$ cat config.mk
export PLATFORM = sky130hd
export DESIGN_NAME = uart_transmitter
export DESIGN_NICKNAME = d
export VERILOG_FILES = /design/src/rtl/uart_transmitter.sv
export SDC_FILE = /design/constraint.sdc
export NUM_CORES = 1
export LEC_CHECK = 0
export BUFFER_PORTS_ARGS = -buffer_cell sky130_fd_sc_hd__buf_2
export CAP_MARGIN = 40
export CORE_MARGIN = 2
export CORE_UTILIZATION = 45
export DETAILED_ROUTE_END_ITERATION = 10
export GPL_ROUTABILITY_DRIVEN = 0
export GPL_TIMING_DRIVEN = 0
export PLACE_DENSITY = 0.59
export SLEW_MARGIN = 0
export SYNTH_ARGS = -nofsm -noshare
export SYNTH_HDL_FRONTEND = slang
export SYNTH_SLANG_ARGS = --single-unit
$ cat constraint.sdc
create_clock -name clk -period 3.5 [get_ports clk]
set_clock_uncertainty 0.2 [all_clocks]
set_input_delay 0 -clock clk [delete_from_list [all_inputs] [get_ports clk]]
set_output_delay 0 -clock clk [all_outputs]
set_load 0.02 [all_outputs]
$ cat src/rtl/uart_transmitter.sv
`timescale 1ns/1ps
// UART 8N1 transmitter with an internal byte FIFO.
// Frames are sent LSB first, back to back while the FIFO holds data.
module uart_transmitter #(
  parameter int CLK_PER_HALF_BIT = 434,
  parameter int FIFO_DEPTH       = 16
) (
  input  logic                        clk,
  input  logic                        rst,
  input  logic [7:0]                  data_in,
  input  logic                        valid_in,
  output logic                        ready_in,
  output logic                        UART_TX,
  output logic                        busy,
  output logic [$clog2(FIFO_DEPTH):0] fifo_count
);

  localparam int BIT = 2 * CLK_PER_HALF_BIT;
  localparam int CW  = $clog2(BIT);
  localparam int AW  = $clog2(FIFO_DEPTH);
  localparam int NW  = AW + 1;

  typedef enum logic [1:0] {
    IDLE,
    START,
    DATA,
    STOP
  } state_e;

  state_e        state_q;
  logic [CW-1:0] cnt_q;
  logic [2:0]    bitidx_q;
  logic [7:0]    shreg_q;
  logic          tx_q;
  logic          busy_q;

  logic [7:0]    mem_q [FIFO_DEPTH];
  logic [AW-1:0] wr_q;
  logic [AW-1:0] rd_q;
  logic [NW-1:0] count_q;
  logic [NW-1:0] count_d;

  logic push;
  logic pop;
  logic bit_end;
  logic nonempty;

  assign ready_in   = (count_q != NW'(FIFO_DEPTH));
  assign nonempty   = (count_q != '0);
  assign push       = valid_in && ready_in;
  assign bit_end    = (cnt_q == CW'(BIT - 1));
  assign pop        = nonempty &&
                      ((state_q == IDLE) ||
                       ((state_q == STOP) && bit_end));

  assign UART_TX    = tx_q;
  assign busy       = busy_q;
  assign fifo_count = count_q;

  always_comb begin
    count_d = count_q;
    unique case ({push, pop})
      2'b10:   count_d = count_q + NW'(1);
      2'b01:   count_d = count_q - NW'(1);
      default: ;
    endcase
  end

  always_ff @(posedge clk) begin
    if (rst) begin
      wr_q    <= '0;
      rd_q    <= '0;
      count_q <= '0;
    end else begin
      if (push) wr_q <= wr_q + AW'(1);
      if (pop)  rd_q <= rd_q + AW'(1);
      count_q <= count_d;
    end
  end

  // Storage needs no reset: pointers and count define what is valid.
  always_ff @(posedge clk) begin
    if (push && !rst) mem_q[wr_q] <= data_in;
  end

  // Line level follows the state of the previous cycle, one register late.
  always_ff @(posedge clk) begin
    if (rst) begin
      state_q  <= IDLE;
      cnt_q    <= '0;
      bitidx_q <= '0;
      shreg_q  <= '0;
      tx_q     <= 1'b1;
      busy_q   <= 1'b0;
    end else begin
      busy_q <= (state_q != IDLE) || nonempty;
      cnt_q  <= bit_end ? '0 : cnt_q + CW'(1);
      unique case (state_q)
        IDLE: begin
          tx_q  <= 1'b1;
          cnt_q <= '0;
          if (nonempty) begin
            shreg_q <= mem_q[rd_q];
            state_q <= START;
          end
        end
        START: begin
          tx_q <= 1'b0;
          if (bit_end) begin
            bitidx_q <= '0;
            state_q  <= DATA;
          end
        end
        DATA: begin
          tx_q <= shreg_q[0];
          if (bit_end) begin
            shreg_q  <= shreg_q >> 1;
            bitidx_q <= bitidx_q + 3'd1;
            if (bitidx_q == 3'd7) state_q <= STOP;
          end
        end
        STOP: begin
          tx_q <= 1'b1;
          if (bit_end) begin
            if (nonempty) begin
              shreg_q <= mem_q[rd_q];
              state_q <= START;
            end else begin
              state_q <= IDLE;
            end
          end
        end
      endcase
    end
  end

endmodule

[Word level (Yosys, flattened, before mapping)]
Memories as Yosys holds them, arrays and structs flattened. A register that Yosys moved wholly into a read port is not among the register bits.
Cells that the tools add are included.
Operators by class
  $add $sub $neg: 6
  equality and inequality tests: 13
  multiplexer cells: 20
  reduce and logical (&&, ||, !) cells: 18
Operators by type and width (number)
  $mux W8: 3
  $pmux W8 S3: 1
  $add A10 B1 Y10 const B: 1
  $eq A10 B10 Y1 const B: 1
  $mux W2: 5
  $ne A2 B2 Y1 const B: 5
  $pmux W5 S2: 1
  $add A4 B1 Y4 const B: 2
  $mux W4: 2
  $pmux W2 S4: 1
  $eq A2 B2 Y1 const B: 3
  $mux W3: 2
  $pmux W3 S2: 1
  $reduce_and A3 Y1: 2
  $reduce_bool A2 Y1: 3
  $add A5 B1 Y5 const B: 1
  $ne A5 B5 Y1 const B: 1
  $reduce_and A5 Y1: 1
  $reduce_bool A5 Y1: 1
  $sub A5 B1 Y5 const B: 1
  $eq A2 B1 Y1 const B: 2
  $logic_and A1 B1 Y1: 4
  $add A3 B1 Y3 const B: 1
  $eq A3 B3 Y1 const B: 1
  8 further kinds: 11
Storage, ports and cells
  register bits after elaboration: 38
  bits in writable memories: 128
  bits of input ports: 11
  output and inout bits: 8
  word-level logic and storage cells: 67
  memories kept: 1
Memory list
  mem_q: words 16, width 8, rd ports 1, clocked after memory_dff 1, wr ports 1, line 37  | logic [7:0] mem_q [FIFO_DEPTH];

[Logic depth before layout (Yosys ltp)]
  depth in word-level cells: 6
  gate-level depth with buffers: 13

[Least setup slack after synthesis]
OpenSTA, ideal clock, no wires.
  path kind: reg-to-reg
  from: reg count_q[1] (netlist: fifo_count[1])
  to: reg count_q[4] (netlist: fifo_count[4])
  arrival time: 2.897 ns
  setup slack: 0.282 ns
  stages on the path, launching flop included: 14
  cell sequence: dfxtp_1 -> buf_2 -> nor4_2 -> and2b_1 -> nor2_1 -> ha_1 -> clkbuf_1 -> xor2_1 -> ha_1 -> inv_1 -> o21ai_0 -> a21o_1 -> a221oi_1 -> mux2_2
On the way
  longest elaborated chain between the ends: 4
  elaborated cells between the ends (all ways): 10
  classes of those cells: add/sub (2); eq/ne (3); mux (1); reduce/logical (4)
RTL lines
  start: declaration: line 40  | logic [NW-1:0] count_q;
  start signal: assignment: line 77  | count_q <= count_d;
  parallel branches: the longest is 4 deep, another holds $sub A5 B1 Y5
Several ways; the timed one is not identified.
A chain may end at the register's enable or synchronous reset.

[Worst setup path after layout]
Same ends and word-level chain as after synthesis.

==> key figures <==
Detailed routing
  – Routed len/inst: 19.1 um
  – WL final: 14,700 um
  – Antenna-violating nets left: 0
  – Drt first-iter violations: 272
  – Total vias in the final route: 4,063
  – Drt pass-1 iters: 4
  – Detailed-route DRC error count: 0
  – Via/cell ratio: 5.28

Timing
  – Minimum clock period: 3.27 ns
  – Slew @ Worst Pin: 0.839 ns
  – RSZ-0062 raised after global routing: false
  – Fin. Hold Viols: 0
  – Hold_ws: 0.253 ns
  – Setup violators final: 0
  – Fmax achieved: 306 MHz
  – Relative slew slack: 43.8%
  – Fin crit share: 93.3%
  – Final Max Slew Viols: 0

Clock tree
  – Clock slew at reported path FFs: 0.07 ns
  – Clock Tree Buf Depth: 2
  – H-Tree Depth: 4
  – CTS tree: done
  – Clk sinks: 170
  – Root buf cell: clkbuf_16
  – TritonCTS buffer count: 17
  – Clk_lat worst skew: approximately 0.43 ns

Placed design
  – # port buffers: 18
  – Placed cells: 728
  – HPWL after DPL: 9940 um

Yosys
  – Share of the synthesized area in the top cell type: 53.7%
  – Synth top area cells: edfxtp_1, dfxtp_1, mux4_1, mux2_2, ha_1
  – Avg Cell Area, Syn: 14.9 sq um
  – Syn Nets: 509
  – Mapped Cells: 480
  – Most used DFF post-synth: edfxtp_1
  – Sequential-to-total area share from yosys stat: 65.4%
  – EDFF count, synth: 128
  – Netlist Area Pre-Place: between 7000 and 8000 sq um
  – Most frequent cell after synthesis: edfxtp_1
  – Post-synth ARST share: 0%
  – Seq cells post-synth: 170
  – Syn. warnings: 0
  – Synth area leader: edfxtp_1
  – Cell variety after synth: 53
  – Commonest cells in the netlist: edfxtp_1, nor2_1, dfxtp_1, mux2_2, nand2_1

Finish
  – Final non-filler cell total: 770
  – Layout cells sized above 1: 21.3%
  – Final Util: 53.2%
  – Diode count: 0
  – Area growth, synth to finish: 16.7%
  – Final nets: 570

Worst setup path
  – WS Path Type: reg -> reg
  – Crit end category: register
  – CP arrival: 3.38 ns
  – CP Max Fanout: 8
  – CP Cell Sequence: buf_2 > nor4_4 > and2b_1 > nor2_2 > ha_2 > xor2_1 > ha_1 > inv_1 > o21ai_0 > a21o_1 > a221oi_1 > mux2_2
  – Delay of the slowest critical-path stage: 0.40 ns
  – CP Launch Type: register
  – Critical path's slowest cell: nor4_4
  – Worst EP required: 3.62 ns

GRT
  – Total Routing Usage GR: 18.6%
  – Vias in the first global route: 4,099
  – Grt ovf: 0
  – First-pass GRT wire length: 22,900 um
  – Largest net degree at the start of global routing: 19
  – Antenna violations before repair: 0

Floorplanning
  – Die ar.: 16,900 sq um
  – Starting density of the core: 45.6%
  – Core region area: approximately 16,000 sq um
  – I/O pin count: 19
  – Cell Rows: 46
  – Die Ht: 130 um
  – Die width: about 130 um

Outcome
  – Status: complete, no violations

Pwr
  – Power per cell area: 686 nW/um^2
  – Peak supply drop: about 0.00039 V
  – LEAKAGE: between 2 and 3 nW

Hold path
  – Worst Hold Class: reg -> reg

Flow run
  – Max Cap Violations: 0
[cell families after synthesis]
kind of cell               count (synthesis)  share of synthesized area [%]
adders and majority gates                 18                           3.15
buffers and inverters                     34                           2.55
AOI/OAI and AO/OA                         75                           6.89
DFF                                      170                           65.4
xor gates and xnor gates                  18                           2.20
and+or+nand+nor                          109                           7.39
muxes                                     56                           12.4
[timing repair]
action | 4_1_cts | 5_1_grt
buffers inserted | 1 | 0
pin swaps | 1 | 0
endpoints found under the setup margin | 1 | 1
hold buffers | 10 | 0
hold endpoints to repair | 146 | 0
gates resized for setup | 1 | 5
[metal layers]
layer / vias to the layer above / global-route usage [%] / wire [um]
met1: 1985 / 24.5 / 6650
met5: - / 0 / 0
met2: 87 / 30.4 / 7210
met4: 0 / 6.77 / 263
met3: 18 / 4.35 / 595
li1: 1973 / - / -
[power breakdown]
group	switching (mW)	leakage, nW	internal, mW
clock	0.850	0.280	0.948
combinational	0.887	1.13	0.661
sequential	0.0814	1.50	2.30
total	1.82	2.91	3.91
[placed cells by master, fill, tap and decap left out, types with 12 or more instances in the layout]
cell type and n:
nand2_1 19, a21oi_1 12, ha_1 17, buf_4 14
clkbuf_16 17, dfxtp_1 42, o22ai_1 14, mux4_1 18
mux2i_1 12, xor2_1 12, buf_2 28, edfxtp_1 128
mux2_2 26, nor2_1 42
[sequential cells by signal (all words and copies together), names as in the netlist, named ones only]
register / flops
busy: 1
rd_q: 4
fifo_count: 5
bitidx_q: 3
UART_TX: 1
mem_q: 128
cnt_q: 10
state_q: 2
shreg_q: 8
wr_q: 4
[path summary, 6_finish.rpt]
kind	from	depth (start not counted)	slack, ns	end
worst max-delay path	fifo_count[1]	12	0.23	fifo_count[4]
worst min register to register	cnt_q[0]	1	0.25	cnt_q[0]
worst max register to register	fifo_count[1]	12	0.23	fifo_count[4]
worst min-delay path	cnt_q[0]	1	0.25	cnt_q[0]
[area by class of cell]
cell class / instances / area, sq um
plain buffers: 24 / 145
clock buffers: 17 / 425
clock inverters: 15 / 143
fillers: 1283 / 7360
inverters: 9 / 33.8
multi-input cells: 276 / 2340
flip-flops and latches: 170 / 4680
well taps: 216 / 270
repair buffers: 43 / 310
[critical path, delay by kind of cell (launching register included)]
family | cells | cell delay, ns
XOR/XNOR | 1 | 0.16
AO/OA/AOI/OAI | 3 | 0.60
AND/OR/NAND/NOR | 3 | 0.83
multiplexers | 1 | 0.37
buffers and inverters | 2 | 0.23
flip-flops | 1 | 0.31
adder cells (fa/ha/maj) | 2 | 0.46
[through the flow]
| stage | area, sq um | TNS [ns] | setup WS, ns | power (mW) |
|---|---|---|---|---|
| final | 8350 | 0 | 0.233 | 5.73 |
| after CTS | 8330 | 0 | 0.0140 | 5.74 |
| after global routing | 8350 | 0 | 0.0121 | 6.05 |
| after global placement | 7520 | -0.192 | -0.192 | 3.88 |
| after detailed placement | 7650 | -0.225 | -0.225 | 3.91 |
| after floorplan | 7160 | 0 | 0.282 | 3.53 |
Power figures use the tool's default switching activity.
